<file path="src/rtl/ex_mem_stage_buffer.sv">
// rtl/ex_mem_stage_buffer.sv - EX->MEM pipeline stage buffer with valid/ready, optional skid entry, flush
//
// Purpose:
//   Holds the ALU-stage results (instruction, immediate, ALU result, zero flag,
//   destination register, MEM/WB control bits) between the ALU stage and the
//   data-cache stage. State updates on the falling clock edge. With SKID_ENABLE=1
//   a second (skid) entry lets in_ready come straight from a register. With
//   SKID_ENABLE=0 a single entry is used and in_ready looks through to out_ready.
//
// Ports:
//   clk              pipeline clock (state updates on falling edge)
//   rst              asynchronous active-high reset
//   flush            discard all held entries and the entry offered this edge
//   in_valid/in_ready           upstream handshake
//   in_instruction, in_imm, in_alu_result, in_alu_zero, in_dest_reg, in_ctrl
//                               entry fields offered by the ALU stage
//   out_valid/out_ready         downstream handshake (head entry)
//   out_instruction, out_imm, out_alu_result, out_alu_zero, out_dest_reg, out_ctrl
//                               head entry fields (out_ctrl forced to 0 while invalid)
//   occupancy        number of valid entries held (0..2)

module ex_mem_stage_buffer #(
    parameter int WORD_WIDTH      = 32,
    parameter int REG_INDEX_WIDTH = 5,
    parameter int CTRL_WIDTH      = 6,
    parameter bit SKID_ENABLE     = 1'b1
) (
    input  logic                       clk,
    input  logic                       rst,
    input  logic                       flush,
    input  logic                       in_valid,
    output logic                       in_ready,
    input  logic [WORD_WIDTH-1:0]      in_instruction,
    input  logic [WORD_WIDTH-1:0]      in_imm,
    input  logic [WORD_WIDTH-1:0]      in_alu_result,
    input  logic                       in_alu_zero,
    input  logic [REG_INDEX_WIDTH-1:0] in_dest_reg,
    input  logic [CTRL_WIDTH-1:0]      in_ctrl,
    output logic                       out_valid,
    input  logic                       out_ready,
    output logic [WORD_WIDTH-1:0]      out_instruction,
    output logic [WORD_WIDTH-1:0]      out_imm,
    output logic [WORD_WIDTH-1:0]      out_alu_result,
    output logic                       out_alu_zero,
    output logic [REG_INDEX_WIDTH-1:0] out_dest_reg,
    output logic [CTRL_WIDTH-1:0]      out_ctrl,
    output logic [1:0]                 occupancy
);

    typedef struct packed {
        logic [WORD_WIDTH-1:0]      instruction;
        logic [WORD_WIDTH-1:0]      imm;
        logic [WORD_WIDTH-1:0]      alu_result;
        logic                       alu_zero;
        logic [REG_INDEX_WIDTH-1:0] dest_reg;
        logic [CTRL_WIDTH-1:0]      ctrl;
    } entry_t;

    // Encoding equals the number of valid entries, so occupancy is the state itself.
    typedef enum logic [1:0] {
        ST_EMPTY = 2'd0,
        ST_ONE   = 2'd1,
        ST_TWO   = 2'd2
    } state_t;

    state_t state_q, state_d;
    entry_t head_q, head_d;
    entry_t skid_q, skid_d;
    logic   ready_q, ready_d;
    entry_t in_entry;
    logic   accept;
    logic   drain;

    always_comb begin
        in_entry             = '0;
        in_entry.instruction = in_instruction;
        in_entry.imm         = in_imm;
        in_entry.alu_result  = in_alu_result;
        in_entry.alu_zero    = in_alu_zero;
        in_entry.dest_reg    = in_dest_reg;
        in_entry.ctrl        = in_ctrl;
    end

    assign out_valid = (state_q != ST_EMPTY);

    // Skid mode: in_ready is a flop (only gated by rst) so out_ready never reaches it.
    // Single-entry mode: a consuming head frees the slot within the same edge.
    always_comb begin
        if (SKID_ENABLE) begin
            in_ready = ready_q & ~rst;
        end else begin
            in_ready = ~rst & (~out_valid | out_ready);
        end
    end

    assign accept = in_valid & in_ready;
    assign drain  = out_valid & out_ready;

    always_comb begin
        state_d = state_q;
        head_d  = head_q;
        skid_d  = skid_q;
        if (flush) begin
            // A drain on this edge was already seen downstream; everything else goes.
            state_d = ST_EMPTY;
        end else if (SKID_ENABLE) begin
            case (state_q)
                ST_EMPTY: begin
                    if (accept) begin
                        head_d  = in_entry;
                        state_d = ST_ONE;
                    end
                end
                ST_ONE: begin
                    if (drain && accept) begin
                        head_d = in_entry;
                    end else if (drain) begin
                        state_d = ST_EMPTY;
                    end else if (accept) begin
                        skid_d  = in_entry;
                        state_d = ST_TWO;
                    end
                end
                ST_TWO: begin
                    // in_ready is low here, so nothing new can arrive.
                    if (drain) begin
                        head_d  = skid_q;
                        state_d = ST_ONE;
                    end
                end
                default: state_d = ST_EMPTY;
            endcase
        end else begin
            // In single-entry mode an accept while full implies the head drains too.
            if (accept) begin
                head_d  = in_entry;
                state_d = ST_ONE;
            end else if (drain) begin
                state_d = ST_EMPTY;
            end
        end
        ready_d = (state_d != ST_TWO);
    end

    always_ff @(negedge clk or posedge rst) begin
        if (rst) begin
            state_q <= ST_EMPTY;
            head_q  <= '0;
            skid_q  <= '0;
            ready_q <= 1'b1;
        end else begin
            state_q <= state_d;
            head_q  <= head_d;
            skid_q  <= skid_d;
            ready_q <= ready_d;
        end
    end

    assign out_instruction = head_q.instruction;
    assign out_imm         = head_q.imm;
    assign out_alu_result  = head_q.alu_result;
    assign out_alu_zero    = head_q.alu_zero;
    assign out_dest_reg    = head_q.dest_reg;
    // Masked so a stale entry can never request a register write or cache access.
    assign out_ctrl        = head_q.ctrl & {CTRL_WIDTH{out_valid}};
    assign occupancy       = state_q;

endmodule

</file>
<file path="config.mk">
export PLATFORM = sky130hd
export DESIGN_NAME = ex_mem_stage_buffer
export DESIGN_NICKNAME = d
export VERILOG_FILES = /design/src/rtl/ex_mem_stage_buffer.sv
export SDC_FILE = /design/constraint.sdc
export NUM_CORES = 1
export LEC_CHECK = 0
export ABC_AREA = 1
export BUFFER_PORTS_ARGS = -buffer_cell sky130_fd_sc_hd__buf_2
export CAP_MARGIN = 15
export CORE_MARGIN = 1.5
export CORE_UTILIZATION = 30
export DETAILED_ROUTE_END_ITERATION = 6
export PLACE_DENSITY_LB_ADDON = 0.15
export SLEW_MARGIN = 20
export SYNTH_ARGS = -nofsm -noshare
export SYNTH_HDL_FRONTEND = slang
export SYNTH_SLANG_ARGS = --single-unit
</file>
<file path="constraint.sdc">
create_clock -name clk -period 6.6 [get_ports clk]
set_clock_uncertainty 0.15 [all_clocks]
set_input_delay 0 -clock clk [delete_from_list [all_inputs] [get_ports clk]]
set_output_delay 0 -clock clk [all_outputs]
set_load 0.05 [all_outputs]
</file>
==> results_dict.tcl, run 1 <==
set metrics [dict create \
    outcome "finished clean" \
    antenna_found_initial 3 \
    report.final.slew_viol_count 0 \
    power_frac_comb 0.261 \
    synth_compound_area_frac 0.00214 \
    gp_congestion 0.720 \
    post_cts_buffers 0 \
    dr.pass1.iters 4 \
    h-tree-depth 1 \
    yosys.area_share.simple 0.386 \
    crit_chain "inv_4, nand2_2, inv_1, nor2_1, buf_2" \
    start_util 0.304 \
    synth_cell_types 18 \
    synth.area.top_cells "dfrtn_1 (49%), nand2_1 (22%), nand3_1 (9.8%)" \
    finalWorstSetupSlack_ps 900 \
    hold_depth 3 \
    crit_path_start "occupancy[0]" \
    async_flop_share 1.00 \
    grtUsageTotal 0.190 \
    synth_top_family_by_area "simple AND/OR/NAND/NOR gates" \
    fill_cells 3864 \
    grt_pass1_wl_mm 58.2 \
    insertion_delay_ps 580 \
    path_clk_slew_ps 40 \
    crit_path_end "out_ctrl[5]" \
    fp.dieH_um 195 \
    rsz0062_at_grt "no" \
    drtAntennaViolNets 0 \
    crit_fanout 37 \
    cts_buffers 27 \
    power_frac_seq 0.417 \
    synth-adder-area-share 0 \
    hold_violations 0 \
    area_growth_pct 18.4 \
    post-place-ws_ps 1200 \
    fin_cells 1986 \
    ios 225 \
    switching_share 0.371 \
    critPathTopFamily "buffers and inverters" \
    cp.depth 5 \
    synth_top_flop_cell "dfrtn_1" \
    synth_nets 1561 \
    peakVddDrop_v 0.000156 \
    internal_power_w 0.00278 \
    cts_sinks 219 \
    drive_gt1_frac 0.263 \
    hold_buffers 0 \
    dieArea_um2 38200 \
    fp-row-count 70 \
    synth-edff-count 0 \
    clockBufferDepth 3 \
    avgSynthCellArea_um2 7.67 \
    netlist.area_leader.share 0.491 \
    muxShareOfSynthArea 0 \
    grt_pass1_vias 9748 \
    rrSetupSlack_ps 3610 \
    p_switching_w 0.00164 \
    max_cap_violations 0 \
    drt-wirelength-per-cell_um 18.3 \
    clockPowerShare 0.322 \
    regToRegStartpoint "occupancy[1]" \
    core_area_um2 36500 \
    p_per_area_nw_per_um2 336 \
    final_common_cell "nand2_1" \
    leakage_nw 7.07 \
    yosysWarnings 0 \
    critPathMaxStageDelay_ps 560 \
    dp.cells 1937 \
    die_w_um 195 \
    arrival_ps 5550 \
    regMostFlops "skid_q" \
    drtIter0Drc 622 \
    worstMarginPinSlew_ps 1110 \
    critical_path_required_ps 6450 \
    overflow 0 \
    drc 0 \
    worst-path-buf-inv 3 \
    endpoint_kind "output pin" \
    critPathSlowestCell "dfrtn_1" \
    via_count 9692 \
    io_buffer_count 224 \
    r2r_cells 7 \
    largest_reg_flops 108 \
    crit_type "reg2out" \
    rr_endpoint "out_instruction[21]" \
    routed_via_density 4.88 \
    synth-xor-area-share 0 \
    cts_tree "built" \
    netlist_area_um2 11100 \
    grt_max_degree 149 \
    hp-class "in2out" \
    clockRootBuffer "clkbuf_16" \
    setup_viol 0 \
    layout_common_cells "nand2_1 (651), buf_2 (224), dfrtn_1 (218)" \
    wirelength_mm 36.4 \
    relSlewSlack 0.257 \
    synth_area_leader_cell "dfrtn_1" \
    hpwl_mm 19.8 \
    syn_inst 1448 \
    postCtsResizedCells 0 \
    synth_seq_area_share 0.494 \
    ys_ff_latch 219 \
    start_kind "register" \
    final_nets 1611 \
]
[power by group through the flow]
stage | clock [W] | sequential (W) | combinational, W
final | 0.00142 | 0.00184 | 0.00115
after global routing | 0.00153 | 0.00188 | 0.00126
after CTS | 0.00147 | 0.00184 | 0.00117
after detailed placement | 0.00000190 | 0.00186 | 0.00116
after global placement | 0.00000190 | 0.00186 | 0.00115
after floorplan | 0.00000190 | 0.00182 | 0.00106
[worst register-to-register path, stage by stage (launching register included)]
cell     delay, ps
dfrtn_1        420
buf_4          640
nand2_4        590
buf_4          590
nand2_1        170
nand2_1         60
nand4_1        130
nand2_1         70
[stage by stage]
stage | power, W | setup TNS, ps | utilization | hold slack, ps | cell area, um^2
detailed placement | 0.00302 | 0 | 0.337 | 201 | 12300
finish | 0.00442 | 0 | 0.360 | 199 | 13100
CTS | 0.00448 | 0 | 0.360 | 201 | 13100
global placement | 0.00301 | 0 | 0.337 | 201 | 12300
floorplan | 0.00288 | -239720 | - | 25.7 | 11800
global route | 0.00466 | 0 | 0.360 | 214 | 13100
[routing by layer]
metal,part of all wire,vias to the layer above,GRT usage
met1,0.49,4720,0.284
met2,0.45,229,0.290
met3,0.042,39,0.0271
li1,-,4702,-
met5,0.00036,-,0
met4,0.016,2,0.0405
[worst min-delay path by stage]
stage,start,to,slack [ps]
2_1_floorplan,rst,in_ready,30
3_3_place_gp,rst,in_ready,200
3_5_place_dp,rst,in_ready,200
4_1_cts,rst,in_ready,200
5_1_grt,rst,in_ready,210
6_report,rst,in_ready,200
[cells by family after synthesis]
family,after synthesis
AOI/OAI and AO/OA,4
buffers and inverters,233
DFF,219
and+or+nand+nor,992
[area by class of cell]
cell class                 instances  area, um^2  share of cell area
sequential                       219        5480               0.417
multi-input combinational        996        4890               0.372
clock buffer                      40         795              0.0604
inverter                          14        58.8             0.00447
timing repair buffer             239        1280              0.0977
antenna                            2        5.00            0.000381
clock inverter                     8        43.8             0.00333
tap                              468         586              0.0446
[Yosys cell counts, types with 2 or more instances]
cell type / instances
buf_1: 11
buf_2: 32
buf_4: 107
clkbuf_1: 68
dfrtn_1: 218
inv_1: 13
inv_2: 2
nand2_1: 653
nand2_2: 2
nand3_1: 218
nand4_1: 108
nor2_1: 9
o21ai_1: 2
(Power assumes the default switching activity.)
==> run 2, diff against run 1 <==
Settings changed: CORE_MARGIN 1.5 to not set.
==> run 2 against run 1 <==
Die area is 1.0% lower. Flip-flop and latch count stayed put. Register-to-register slack worse by 490 ps. Core utilization rose by 0.58 points. Clock power increased by 19%. Non-clock buffer count unchanged. Count of clock-buffer cells in the layout increased by 1. Total power up 5.8%. Critical path depth is the same. Final area is 1.6% higher. Final cell count up 0.20%. Highest routed layer unchanged.
==> results_dict.tcl, run 2 (synthesis results as in run 1) <==
set metrics [dict create \
    outcome "finished clean" \
    report.final.slew_viol_count 0 \
    timing.hold.ws_ps 204 \
    drc 0 \
    clockBufferDepth 3 \
    fp.dieH_um 194 \
    hold_buffers 0 \
    arrival_ps 5550 \
    drtAntennaViolNets 0 \
    area_growth_pct 20.3 \
    antenna_found_initial 7 \
    grt_max_degree 164 \
    postCtsResizedCells 0 \
    regMostFlops "skid_q" \
    io_buffer_count 224 \
    hold_violations 0 \
    overflow 0 \
    hp-class "in2out" \
    post-place-ws_ps 1100 \
    h-tree-depth 1 \
    relSlewSlack 0.268 \
    cts_tree "built" \
    setup_viol 0 \
    max_cap_violations 0 \
    start_kind "register" \
    start_util 0.304 \
    grtUsageTotal 0.193 \
    core_area_um2 36500 \
    leakage_nw 7.17 \
    final_common_cell "nand2_1" \
    rsz0062_at_grt "no" \
    die_w_um 194 \
    ios 225 \
    grt_pass1_vias 9743 \
    post_cts_buffers 0 \
    via_count 9744 \
    layout_common_cells "nand2_1 (651), buf_2 (224), dfrtn_1 (218)" \
    drive_gt1_frac 0.268 \
    clockRootBuffer "clkbuf_16" \
    final_nets 1612 \
    crit_type "reg2out" \
    critical_path_required_ps 6450 \
    r2r_cells 8 \
    p_per_area_nw_per_um2 350 \
    grt_pass1_wl_mm 57.8 \
    hold_depth 3 \
    finalSetupTns_ps 0 \
    drt-wirelength-per-cell_um 18.1 \
    dieArea_um2 37800 \
    drtIter0Drc 564 \
    largest_reg_flops 108 \
    dr.pass1.iters 5 \
    cts_buffers 28 \
    endpoint_kind "output pin" \
    path_clk_slew_ps 40 \
    cts_sinks 219 \
    peakVddDrop_v 0.000175 \
    routed_via_density 4.90 \
    finalWorstSetupSlack_ps 904 \
    insertion_delay_ps 590 \
    wirelength_mm 36.0 \
    worstMarginPinSlew_ps 1100 \
    crit_fanout 44 \
    fp-row-count 70 \
    hpwl_mm 19.2 \
    gp_congestion 0.731 \
]
[run 2: changes by cell type in the layout (fill, tap and decap cells not counted), sizes merged]
| cell | previous run | this run |
|---|---|---|
| bufinv | 0 | 4 |
| clkbuf | 40 | 41 |
| clkinvlp | 3 | 2 |
[run 2: stage by stage]
stage	cells	utilization	instance area, um^2	total power [W]
CTS	1988	0.366	13400	0.00474
finish	1990	0.366	13400	0.00468
floorplan	1448	-	11800	0.00288
global route	1989	0.366	13400	0.00493
detailed placement	1937	0.338	12300	0.00302
global placement	1937	0.338	12300	0.00301
[run 2: final timing paths]
path                              startpoint     endpoint  slack, ps
worst max-delay path            occupancy[0]  out_ctrl[2]        900
worst min-delay path                     rst     in_ready        200
worst max register to register  occupancy[1]  out_imm[24]       3120
worst min register to register    skid_q[65]   skid_q[65]        270
max in group asynchronous                rst   skid_q[18]       2190
min in group asynchronous                rst   skid_q[83]       2730
[run 2: worst max-delay path: stages, from the launching register on]
cell	delay, ps
dfrtn_1	540
inv_4	250
nand2_2	250
inv_1	160
nor2_1	190
buf_2	300
[run 2: area by class of cell]
cell class / count / area [um^2]
Inverter: 14 / 58.8
Fill cell: 3822 / 23200
Antenna cell: 2 / 5.00
Timing Repair Buffer: 239 / 1310
Multi-Input combinational cell: 996 / 4890
Clock buffer: 41 / 871
Sequential cell: 219 / 5480
Tap cell: 468 / 586
Clock inverter: 11 / 154
[run 2: metal layers]
metal	up-vias	part of all wire	wire length, um	GRT usage
met3	47	0.056	2020	0.0387
met4	10	0.014	520	0.0429
met1	4734	0.47	17000	0.268
met5	-	0.0016	57	0
li1	4717	-	-	-
met2	236	0.46	16500	0.308
[run 2: power breakdown]
group,switching [W],leakage (nW),internal [W]
clock network,0.000624,0.513,0.00106
logic,0.000866,3.89,0.000282
registers,0.000168,2.77,0.00167
total,0.00166,7.17,0.00302
